[src/rtl/crypto_key_reader_pkg.sv]
// crypto_key_pkg: shared types and helpers for the crypto key reader.
//   state_t      : reader FSM states (IDLE, READ, DRAIN, VALID)
//   DEF_DATA_W   : default width of one key-store word
//   DEF_KEY_WORDS: default number of words per key
//   DEF_KEY_W    : default assembled key width (DEF_DATA_W*DEF_KEY_WORDS)
//   slot_base()  : first store word address of a key slot
package crypto_key_pkg;

  typedef enum logic [1:0] {
    IDLE  = 2'd0,
    READ  = 2'd1,
    DRAIN = 2'd2,
    VALID = 2'd3
  } state_t;

  localparam int DEF_DATA_W    = 16;
  localparam int DEF_KEY_WORDS = 8;
  localparam int DEF_KEY_W     = DEF_DATA_W * DEF_KEY_WORDS;

  // Keys are stored back to back, so slot s starts at word s*key_words.
  function automatic int unsigned slot_base(input int unsigned slot,
                                            input int unsigned key_words);
    return slot * key_words;
  endfunction

endpackage

[src/rtl/crypto_key_reader_if.sv]
// crypto_key_reader_if: groups the key-store read bus and the key handoff
// to the cipher core.
//   rd_en / rd_addr : store read strobe and word address (reader drives)
//   rd_data         : store read data, valid one cycle after rd_en
//   key_out         : assembled key (reader drives)
//   key_valid       : key presented to the consumer (reader drives)
//   key_ready       : consumer accepts the key
// Modports: master = key reader, slave = store/consumer side.
// The parameters must match those of the crypto_key_reader bound to it.
interface crypto_key_reader_if #(
  parameter int DATA_W    = 16,
  parameter int KEY_WORDS = 8,
  parameter int ADDR_W    = 5
);

  logic                        rd_en;
  logic [ADDR_W-1:0]           rd_addr;
  logic [DATA_W-1:0]           rd_data;
  logic [DATA_W*KEY_WORDS-1:0] key_out;
  logic                        key_valid;
  logic                        key_ready;

  modport master (
    output rd_en,
    output rd_addr,
    input  rd_data,
    output key_out,
    output key_valid,
    input  key_ready
  );

  modport slave (
    input  rd_en,
    input  rd_addr,
    output rd_data,
    input  key_out,
    input  key_valid,
    output key_ready
  );

endinterface

[src/rtl/crypto_key_reader.sv]
// crypto_key_reader: fetches one key slot from the key store as KEY_WORDS
// consecutive words, assembles them into a wide key register and presents
// the key to the cipher core over a valid/ready handshake.
//
// Ports:
//   clk       : clock, rising edge
//   resetn    : asynchronous active-low reset
//   req       : fetch request, sampled only in IDLE
//   req_slot  : slot index, sampled with req
//   zeroize   : clear key buffer and abort any operation (highest priority)
//   busy      : high whenever the FSM is not IDLE
//   err       : one-cycle pulse when a request names a slot >= NUM_SLOTS
//   bus       : crypto_key_reader_if.master (store read bus + key handoff)
//
// Optional feature (macro CRYPTO_KEY_AUTOCLEAR_EN):
//   defined   : key_out is cleared on the edge that completes the handshake
//   undefined : key_out keeps the last key until the next fetch, zeroize
//               or reset
//
// Timing: the edge that samples req loads the first read address; rd_en is
// high for KEY_WORDS cycles, the store answers one cycle later, and the
// last word lands in DRAIN, so key_valid rises KEY_WORDS+1 edges after req.
module crypto_key_reader
  import crypto_key_pkg::*;
#(
  parameter int DATA_W    = DEF_DATA_W,
  parameter int KEY_WORDS = DEF_KEY_WORDS,
  parameter int NUM_SLOTS = 4,
  parameter int SLOT_W    = 2,
  parameter int ADDR_W    = 5
) (
  input  logic               clk,
  input  logic               resetn,
  input  logic               req,
  input  logic [SLOT_W-1:0]  req_slot,
  input  logic               zeroize,
  output logic               busy,
  output logic               err,
  crypto_key_reader_if.master bus
);

  localparam int KEY_W = DATA_W * KEY_WORDS;
  // Issue counter must be able to hold KEY_WORDS itself (the "all issued" mark).
  localparam int CNT_W = $clog2(KEY_WORDS + 1);

  state_t             state_reg, state_next;
  logic               rd_en_reg, rd_en_next;
  logic [ADDR_W-1:0]  rd_addr_reg, rd_addr_next;
  logic [CNT_W-1:0]   issue_cnt_reg, issue_cnt_next;
  logic               cap_en_reg, cap_en_next;
  logic [CNT_W-1:0]   cap_cnt_reg, cap_cnt_next;
  logic [KEY_W-1:0]   key_reg, key_next;
  logic               key_valid_reg, key_valid_next;
  logic               err_reg, err_next;

  logic               slot_ok;
  logic [ADDR_W-1:0]  slot_addr;
  logic [KEY_WORDS-1:0] word_we;

  assign slot_ok   = ({{(32-SLOT_W){1'b0}}, req_slot} < 32'(NUM_SLOTS));
  assign slot_addr = ADDR_W'(slot_base(32'(req_slot), unsigned'(KEY_WORDS)));

  // cap_en_reg marks a cycle in which rd_data carries the word requested one
  // cycle earlier; cap_cnt_reg says which key word it is.
  genvar gi;
  generate
    for (gi = 0; gi < KEY_WORDS; gi++) begin : g_word_we
      assign word_we[gi] = cap_en_reg && (cap_cnt_reg == CNT_W'(gi));
    end
  endgenerate

  // Next-state and datapath logic.
  always_comb begin
    state_next     = state_reg;
    rd_en_next     = 1'b0;
    rd_addr_next   = rd_addr_reg;
    issue_cnt_next = issue_cnt_reg;
    cap_en_next    = rd_en_reg;
    cap_cnt_next   = cap_cnt_reg;
    key_next       = key_reg;
    key_valid_next = key_valid_reg;
    err_next       = 1'b0;

    // Capture the returning word (active in READ and DRAIN only).
    for (int i = 0; i < KEY_WORDS; i++) begin
      if (word_we[i]) begin
        key_next[i*DATA_W +: DATA_W] = bus.rd_data;
      end
    end
    if (cap_en_reg) begin
      cap_cnt_next = cap_cnt_reg + CNT_W'(1);
    end

    unique case (state_reg)
      IDLE: begin
        if (req) begin
          if (slot_ok) begin
            // The base address goes straight into rd_addr; the first word
            // is issued in the very next cycle.
            state_next     = READ;
            rd_en_next     = 1'b1;
            rd_addr_next   = slot_addr;
            issue_cnt_next = CNT_W'(1);
            cap_cnt_next   = '0;
            key_next       = '0;
            key_valid_next = 1'b0;
          end else begin
            err_next = 1'b1;
          end
        end
      end

      READ: begin
        if (issue_cnt_reg == CNT_W'(KEY_WORDS)) begin
          state_next = DRAIN;
        end else begin
          rd_en_next     = 1'b1;
          rd_addr_next   = rd_addr_reg + ADDR_W'(1);
          issue_cnt_next = issue_cnt_reg + CNT_W'(1);
        end
      end

      DRAIN: begin
        // The final word is written by the capture logic above.
        state_next     = VALID;
        key_valid_next = 1'b1;
        issue_cnt_next = '0;
        cap_cnt_next   = '0;
      end

      VALID: begin
        if (bus.key_ready) begin
          state_next     = IDLE;
          key_valid_next = 1'b0;
`ifdef CRYPTO_KEY_AUTOCLEAR_EN
          key_next       = '0;
`endif
        end
      end

      default: begin
        state_next = IDLE;
      end
    endcase

    // Zeroize overrides everything, including a simultaneous request.
    if (zeroize) begin
      state_next     = IDLE;
      rd_en_next     = 1'b0;
      rd_addr_next   = '0;
      issue_cnt_next = '0;
      cap_en_next    = 1'b0;
      cap_cnt_next   = '0;
      key_next       = '0;
      key_valid_next = 1'b0;
      err_next       = 1'b0;
    end
  end

  // State register.
  always_ff @(posedge clk or negedge resetn) begin
    if (!resetn) begin
      state_reg <= IDLE;
    end else begin
      state_reg <= state_next;
    end
  end

  // Datapath registers.
  always_ff @(posedge clk or negedge resetn) begin
    if (!resetn) begin
      rd_en_reg     <= 1'b0;
      rd_addr_reg   <= '0;
      issue_cnt_reg <= '0;
      cap_en_reg    <= 1'b0;
      cap_cnt_reg   <= '0;
      key_reg       <= '0;
      key_valid_reg <= 1'b0;
      err_reg       <= 1'b0;
    end else begin
      rd_en_reg     <= rd_en_next;
      rd_addr_reg   <= rd_addr_next;
      issue_cnt_reg <= issue_cnt_next;
      cap_en_reg    <= cap_en_next;
      cap_cnt_reg   <= cap_cnt_next;
      key_reg       <= key_next;
      key_valid_reg <= key_valid_next;
      err_reg       <= err_next;
    end
  end

  assign busy          = (state_reg != IDLE);
  assign err           = err_reg;
  assign bus.rd_en     = rd_en_reg;
  assign bus.rd_addr   = rd_addr_reg;
  assign bus.key_out   = key_reg;
  assign bus.key_valid = key_valid_reg;

endmodule

[src/flat_wrapper.sv]
// flat-port wrapper written by rule: the top's interface ports become plain ports
module crypto_key_reader_flat import crypto_key_pkg::*;
#(
  parameter int DATA_W    = DEF_DATA_W,
  parameter int KEY_WORDS = DEF_KEY_WORDS,
  parameter int NUM_SLOTS = 4,
  parameter int SLOT_W    = 2,
  parameter int ADDR_W    = 5
)
  (clk, resetn, req, req_slot, zeroize, busy, err, bus_rd_en, bus_rd_addr, bus_rd_data, bus_key_out, bus_key_valid, bus_key_ready);
  crypto_key_reader_if #(.DATA_W(DATA_W), .KEY_WORDS(KEY_WORDS), .ADDR_W(ADDR_W)) bus_i ();
  input  logic clk;
  input  logic resetn;
  input  logic req;
  input  logic [SLOT_W-1:0] req_slot;
  input  logic zeroize;
  output logic busy;
  output logic err;
  output wire logic [$bits(bus_i.rd_en)-1:0] bus_rd_en;
  output wire logic [$bits(bus_i.rd_addr)-1:0] bus_rd_addr;
  input wire logic [$bits(bus_i.rd_data)-1:0] bus_rd_data;
  output wire logic [$bits(bus_i.key_out)-1:0] bus_key_out;
  output wire logic [$bits(bus_i.key_valid)-1:0] bus_key_valid;
  input wire logic [$bits(bus_i.key_ready)-1:0] bus_key_ready;
  assign bus_rd_en = bus_i.rd_en;
  assign bus_rd_addr = bus_i.rd_addr;
  assign bus_i.rd_data = bus_rd_data;
  assign bus_key_out = bus_i.key_out;
  assign bus_key_valid = bus_i.key_valid;
  assign bus_i.key_ready = bus_key_ready;
  crypto_key_reader #(.DATA_W(DATA_W), .KEY_WORDS(KEY_WORDS), .NUM_SLOTS(NUM_SLOTS), .SLOT_W(SLOT_W), .ADDR_W(ADDR_W)) u_core (.clk(clk), .resetn(resetn), .req(req), .req_slot(req_slot), .zeroize(zeroize), .busy(busy), .err(err), .bus(bus_i));
endmodule
[config.mk]
export PLATFORM = sky130hd
export DESIGN_NAME = crypto_key_reader_flat
export DESIGN_NICKNAME = d
export VERILOG_FILES = /design/src/rtl/crypto_key_reader_pkg.sv /design/src/rtl/crypto_key_reader_if.sv /design/src/rtl/crypto_key_reader.sv /design/src/flat_wrapper.sv
export SDC_FILE = /design/constraint.sdc
export NUM_CORES = 1
export LEC_CHECK = 0
export ABC_AREA = 1
export ABC_CLOCK_PERIOD_IN_PS = 1700
export CAP_MARGIN = 20
export CORE_ASPECT_RATIO = 0.6
export CORE_MARGIN = 3
export CORE_UTILIZATION = 49
export CTS_CLUSTER_SIZE = 28
export DETAILED_ROUTE_END_ITERATION = 12
export PLACE_DENSITY = 0.79
export SLEW_MARGIN = 25
export SYNTH_ARGS = -nofsm -noshare
export SYNTH_HDL_FRONTEND = slang
export SYNTH_SLANG_ARGS = --single-unit
[constraint.sdc]
create_clock -name clk -period 1.7 [get_ports clk]
set_input_delay 0.51 -clock clk [delete_from_list [all_inputs] [get_ports clk]]
set_output_delay 0.51 -clock clk [all_outputs]
set_load 0.02 [all_outputs]
==> impl_metrics.yaml, run 1 <==
global_route:
  grt_max_degree: 52
  grt_pass1_wl_um: 31510
  grt_overflow: 0
  antenna_found_initial: 0
  grt_pass1_vias: 5948
  grt_use_total_pct: 28.04
synthesis:
  syn_avg_cell_area_um2: 8.510
  synth_area_leaders: "dfrtp_1, nor2_1, o21ai_0, nand2_1, ha_1"
  ys_seq_area_share_pct: 58.41
  postSynthCellCount: 735
  ys_warn_count: 0
  syn_nets: 769
  yosysUniqueCellTypes: 25
  syn_area_um2: 6255
  ys_ff_latch: 146
  yosysTopAreaCell: "dfrtp_1"
  synth_top_cell_area_share_pct: 58.41
cells_and_area:
  n_antenna_cell: 0
  layout-drive-gt1-share_pct: 14.07
  final_common_cell: "nor2_1"
  fin_area_um2: 8896
  largest_reg_flops: 128
  layout_common_cells: "nor2_1, dfrtp_1, dlygate4sd2_1"
  area_delta_synth_final_pct: 42.23
  fin_nets: 959
  instances_no_fill: 1103
place:
  dpl_cell_area_um2: 8273
  portBuffers: 158
  post-place-cells: 1061
  dp_hpwl_um: 13630
  gp_congestion: 0.8679
  dp_slack_ns: -0.3292
timing:
  period_needed_ns: 1.729
  setup_violations: 1
  finalCritPeriodShare_pct: 101.7
  report.final.slew_viol_count: 0
  rsz0062_at_grt: "yes"
  clock.fmax_ghz: 0.5785
  hold_viol: 0
  fin_skew_ns: 0.01210
  setup-tns-final_ns: -0.02855
  setup_ws_ns: -0.02855
  slew_headroom_pct: 62.88
  worst_pin_slew_ns: 0.5551
power_and_ir_drop:
  p_per_area_nw_per_um2: 1086
  p_int_mw: 6.531
  power.leakage_nw: 5.099
  power_frac_seq_pct: 39.3
  peakVddDrop_uv: 668.6
  switchingPower_mw: 3.129
  p_clk_share_pct: 36.7
  swShare_pct: 32.39
  power_frac_comb_pct: 24.0
clock_network:
  cts.path.max_buffers: 2
  clk_latency_ns: 0.41
  clkSlewWorstSetupHoldPaths_ns: 0.06
  cts_made_buffers: 17
  root_buffer: "clkbuf_16"
  htreeDepth: 4
  clock_sinks: 146
  cts_tree: "yes"
die:
  die_width_um: 151.9
  die_h_um: 93.52
  num_rows: 31
  dieArea_um2: 14200
  start_util_pct: 51.03
  core_area_um2: 12260
  num_io_pins: 160
worst_setup_path:
  worstSetupPathType: "reg2out"
  worstPathRequired_ns: 1.19
  path_buf_inv: 3
  path_delay_family: "flip-flops"
  worstSetupStartpointType: "register"
  cp_max_fo: 2
  cp.depth: 4
  end_kind: "output port"
  critical_path.cell_chain: "inv_2 > ha_4 > inv_1 > buf_2"
  cp_slowest_cell: "dfrtp_1"
  critPathMaxStageDelay_ns: 0.39
  r2r_cells: 7
  cp.arrival_ns: 1.22
detailed_routing:
  drt-total-wl_um: 20840
  antenna_left: 0
  vias: 6173
  route.met3.wl_um: 2378
  wirelength_met1_um: 8760
  vias_per_cell: 5.597
  first_iter_violations: 563
  drc: 0
  maxUsedRoutingLayer: "met4"
  wl_met2_um: 9363
  firstDrtPassIters: 5
  wl_per_cell_um: 18.90
outcome:
  violations: "negative setup slack"
  outcome: "finished, violations left"
hold_path:
  min_path_type: "in2async"
flow_run:
  drv_cap: 0
[area by class of cell]
class	instances	area (um2)
fillers	920	3361
flip-flops and latches	146	3654
repair buffers	219	2049
clock inverters	14	117.6
clock buffers	18	439.2
multi-input cells	508	2306
well taps	165	206.4
inverters	33	123.9
[cells by family (layout without fill, tap and decap cells)]
| family | count (synthesis) | in the layout | synth area share (%) |
|---|---|---|---|
| DFF | 146 | 146 | 58.41 |
| adders and majority gates | 11 | 11 | 2.200 |
| buffers and inverters | 81 | 284 | 5.641 |
| AOI/OAI and AO/OA | 143 | 143 | 11.54 |
| xor gates and xnor gates | 1 | 1 | 0.1401 |
| other | 1 | 1 | 0.05995 |
| and+or+nand+nor | 352 | 352 | 22.00 |
[power groups by stage]
stage                     sequential (mW)  combinational (mW)  clock [mW]
final                                3.79                2.32        3.55
after global routing                 3.81                2.48        3.73
after CTS                            3.78                1.96        3.57
after detailed placement             3.85                2.04           0
after global placement               3.84                1.98           0
after floorplan                      3.98               0.894           0
[metal layers]
layer	GRT usage (%)	vias to the layer above
met5	0	-
met4	7.479	0
met3	7.675	42
met2	43.21	427
met1	39.62	2992
li1	-	2712
[synth_stat cells]
library cell and count:
xnor2_1 1, clkbuf_2 12, nand3_1 13, clkbuf_1 15, nor3_1 1, or2_2 2, a21oi_1 1, buf_6 1
nor2_1 282, buf_4 3, buf_1 5, nand2_1 41, dfrtp_1 146, o21ai_1 14, o21a_1 1, inv_2 13
buf_2 12, nand4_1 3, inv_1 20, ha_1 11, o21ai_0 125, conb_1 1, nor2_2 10, a211oi_1 1
o22ai_1 1
[final timing paths]
kind | from | to | slack, ns
hold reg to reg | u_core.bus.key_valid$_DFFE_PN0P_ | u_core.bus.key_valid$_DFFE_PN0P_ | 0.50
setup reg to reg | u_core.cap_cnt_reg[1]$_DFF_PN0_ | u_core.bus.key_out[18]$_DFF_PN0_ | 0.07
max in group asynchronous | resetn | u_core.bus.key_out[33]$_DFF_PN0_ | 1.11
setup / recovery | u_core.state_reg[0]$_DFFE_PN0P_ | busy | -0.03
min in group clk | u_core.bus.key_valid$_DFFE_PN0P_ | u_core.bus.key_valid$_DFFE_PN0P_ | 0.50
hold / removal | resetn | u_core.bus.key_out[50]$_DFF_PN0_ | 0.03
[per-stage QoR]
stage	total power [mW]	hold slack, ns	utilization [%]
6_report	9.661	0.02944	72.58
2_1_floorplan	4.875	0.2144	-
3_5_place_dp	5.882	0.4698	67.50
5_1_grt	10.03	0.04426	72.58
3_3_place_gp	5.817	0.4660	67.50
4_1_cts	9.316	0.03049	70.75
[repair_timing]
| action | in CTS | in global routing |
|---|---|---|
| gates resized for setup | 144 | 25 |
| pin swaps | 0 | 5 |
| cloned | 0 | 6 |
| hold endpoints to repair | 0 | 0 |
| hold buffers | 0 | 0 |
| setup endpoints to repair | 143 | 82 |
| buffers inserted | 0 | 4 |
Note: power is estimated with default switching activity, not from simulation.
==> run 2: changes to the inputs <==
--- a/config.mk
+++ b/config.mk
@@ -14,7 +14,6 @@
 export CTS_CLUSTER_SIZE = 28
 export DETAILED_ROUTE_END_ITERATION = 12
 export PLACE_DENSITY = 0.79
-export SLEW_MARGIN = 25
 export SYNTH_ARGS = -nofsm -noshare
 export SYNTH_HDL_FRONTEND = slang
 export SYNTH_SLANG_ARGS = --single-unit
==> results of run 2 <==
The final DEF is identical to that of run 1; final timing and power are the same.
==> run 3: changes to the inputs <==
--- a/config.mk
+++ b/config.mk
@@ -14,6 +14,8 @@
 export CTS_CLUSTER_SIZE = 28
 export DETAILED_ROUTE_END_ITERATION = 12
 export PLACE_DENSITY = 0.79
+export REMOVE_ABC_BUFFERS = 1
 export SYNTH_ARGS = -nofsm -noshare
 export SYNTH_HDL_FRONTEND = slang
 export SYNTH_SLANG_ARGS = --single-unit
+export TNS_END_PERCENT = 30
==> run 3 against run 2 <==
  * Final cell count is 1.9% lower
  * Critical path type unchanged
  * Total power shrank 0.73%
  * Via count fell by 5.8%
  * Maximum frequency increased by 2.0%
  * Die area stayed put
  * Non-clock buffer count fell by 19
  * Critical endpoint unchanged
  * Largest power group unchanged
  * Design area shrank 2.4%
  * The flow now finishes without violations
==> impl_metrics.yaml, run 3 (synthesis results as in run 1) <==
cells_and_area:
  fin_area_um2: 8682
  final_common_cell: "nor2_1"
  area_delta_synth_final_pct: 38.81
  fillCellCount: 966
  n_antenna_cell: 0
  seq_area_um2: 3654
  layout-drive-gt1-share_pct: 12.10
  fin_nets: 940
  instances_no_fill: 1082
  multi_input_area_um2: 2302
  layout_common_cells: "nor2_1, dfrtp_1, dlygate4sd2_1"
  largest_reg_flops: 128
detailed_routing:
  vias_per_cell: 5.376
  antenna_left: 0
  first_iter_violations: 556
  wl_per_cell_um: 18.09
  drt-total-wl_um: 19580
  firstDrtPassIters: 5
  vias: 5817
  drc: 0
worst_setup_path:
  end_kind: "output port"
  cp_max_fo: 2
  worstSetupStartpointType: "register"
  worstPathRequired_ns: 1.19
  worstSetupPathType: "reg2out"
  cp.arrival_ns: 1.19
global_route:
  met1_usage_pct: 37.86
  grt.met3_usage_pct: 9.524
  grt_overflow: 0
  grt_max_degree: 74
  use_met2_pct: 42.28
  grt_pass1_vias: 5756
  grt_pass1_wl_um: 30790
  grt-busiest-layer: "met2"
  grt_use_total_pct: 27.72
  antenna_found_initial: 0
power_and_ir_drop:
  switchingPower_mw: 2.864
  peakVddDrop_uv: 693.1
  p_per_area_nw_per_um2: 1105
  p_total_mw: 9.590
  power.leakage_nw: 4.957
  power_frac_comb_pct: 22.0
  power_frac_seq_pct: 39.7
  p_int_mw: 6.726
  swShare_pct: 29.86
  p_clk_share_pct: 38.4
clock_network:
  clk_latency_ns: 0.41
  cts_made_buffers: 17
  cts_tree: "yes"
  root_buffer: "clkbuf_16"
  clock_sinks: 146
  cts_hold_buf: 0
  cts.path.max_buffers: 2
  clkSlewWorstSetupHoldPaths_ns: 0.06
  htreeDepth: 4
hold_path:
  min_path_type: "in2async"
place:
  gp_congestion: 0.8886
  dp_slack_ns: -0.3373
  dp_hpwl_um: 13020
  post-place-cells: 1051
  dpl_cell_area_um2: 8198
  portBuffers: 158
die:
  num_io_pins: 160
  die_h_um: 93.52
  start_util_pct: 51.03
  die_width_um: 151.9
  dieArea_um2: 14200
  core_area_um2: 12260
  num_rows: 31
outcome:
  outcome: "finished clean"
flow_run:
  drv_cap: 0
timing:
  period_needed_ns: 1.695
  finalCritPeriodShare_pct: 99.71
  clock.fmax_ghz: 0.5900
  rsz0062_at_grt: "yes"
  hold_viol: 0
  report.final.slew_viol_count: 0
  fin_skew_ns: 0.005150
  setup_ws_ns: 0.004961
  slew_headroom_pct: 60.28
  setup_violations: 0
  worst_pin_slew_ns: 0.5939
-- run 3: cell count changes in the layout (fill, tap and decap cells not counted), moves of 3 or more --
| cell | before | now |
|---|---|---|
| buf_4 | 46 | 35 |
| inv_6 | 7 | 0 |
| clkbuf_16 | 22 | 17 |
| dlygate4sd2_1 | 130 | 126 |
| clkdlybuf4s15_1 | 3 | 6 |
| nand2_1 | 38 | 41 |
| nand2_2 | 3 | 0 |
| o21ai_0 | 123 | 120 |
| o21ai_1 | 16 | 19 |
-- run 3: path summary, 6_finish.rpt --
kind / start / to / slack [ns] / depth (start not counted)
max reg2reg: u_core.state_reg[0]$_DFFE_PN0P_ / u_core.issue_cnt_reg[0]$_DFFE_PN0P_ / 0.05 / 9
min: resetn / u_core.bus.key_out[33]$_DFF_PN0_ / 0.003 / 1
max in group asynchronous: resetn / u_core.bus.key_out[112]$_DFF_PN0_ / 1.13 / 2
min reg2reg: u_core.bus.rd_en$_DFF_PN0_ / u_core.cap_en_reg$_DFF_PN0_ / 0.50 / 2
min in group clk: u_core.bus.rd_en$_DFF_PN0_ / u_core.cap_en_reg$_DFF_PN0_ / 0.50 / 2
max: u_core.state_reg[1]$_DFFE_PN0P_ / busy / 0.005 / 4
-- run 3: worst max-delay path, cell delays in order, from the launching register on --
cell and delay, ns:
dfrtp_1 0.40, inv_2 0.09, ha_4 0.14, inv_2 0.03, buf_6 0.12
-- run 3: cell type report --
cell class / count / area share (%)
Clock inverter: 9 / 1.239
Clock buffer: 21 / 5.419
Tap cell: 165 / 2.378
Sequential cell: 146 / 42.08
Multi-Input combinational cell: 508 / 26.52
Timing Repair Buffer: 200 / 20.94
Inverter: 33 / 1.427
-- run 3: power by group through the flow --
stage / sequential [mW] / combinational, mW / clock [mW]
floorplan: 3.98 / 0.783 / 0
global placement: 3.84 / 1.97 / 0
detailed placement: 3.85 / 2.02 / 0
CTS: 3.79 / 1.95 / 3.72
global route: 3.82 / 2.28 / 3.87
finish: 3.80 / 2.11 / 3.68
-- run 3: layer usage --
metal / vias up / part of all wire (%)
met2: 296 / 44
met3: 18 / 10
met4: 0 / 1.3
li1: 2672 / -
met5: - / 0
met1: 2831 / 44
-- run 3: what timing repair did --
action / in CTS / in global routing
setup buffers: 0 / 1
setup endpoints to repair: 136 / 96
pin swaps: 0 / 2
resized for setup: 142 / 32
-- run 3: through the flow --
stage               hold slack [ns]   TNS, ns  utilization (%)
finish                     0.003013         0            70.84
global placement             0.4433    -4.080            66.88
global route                0.01753  -0.06925            70.84
floorplan                    0.2144    -28.33                -
CTS                        0.008177   -0.1801            70.27
detailed placement           0.4465    -8.692            66.88
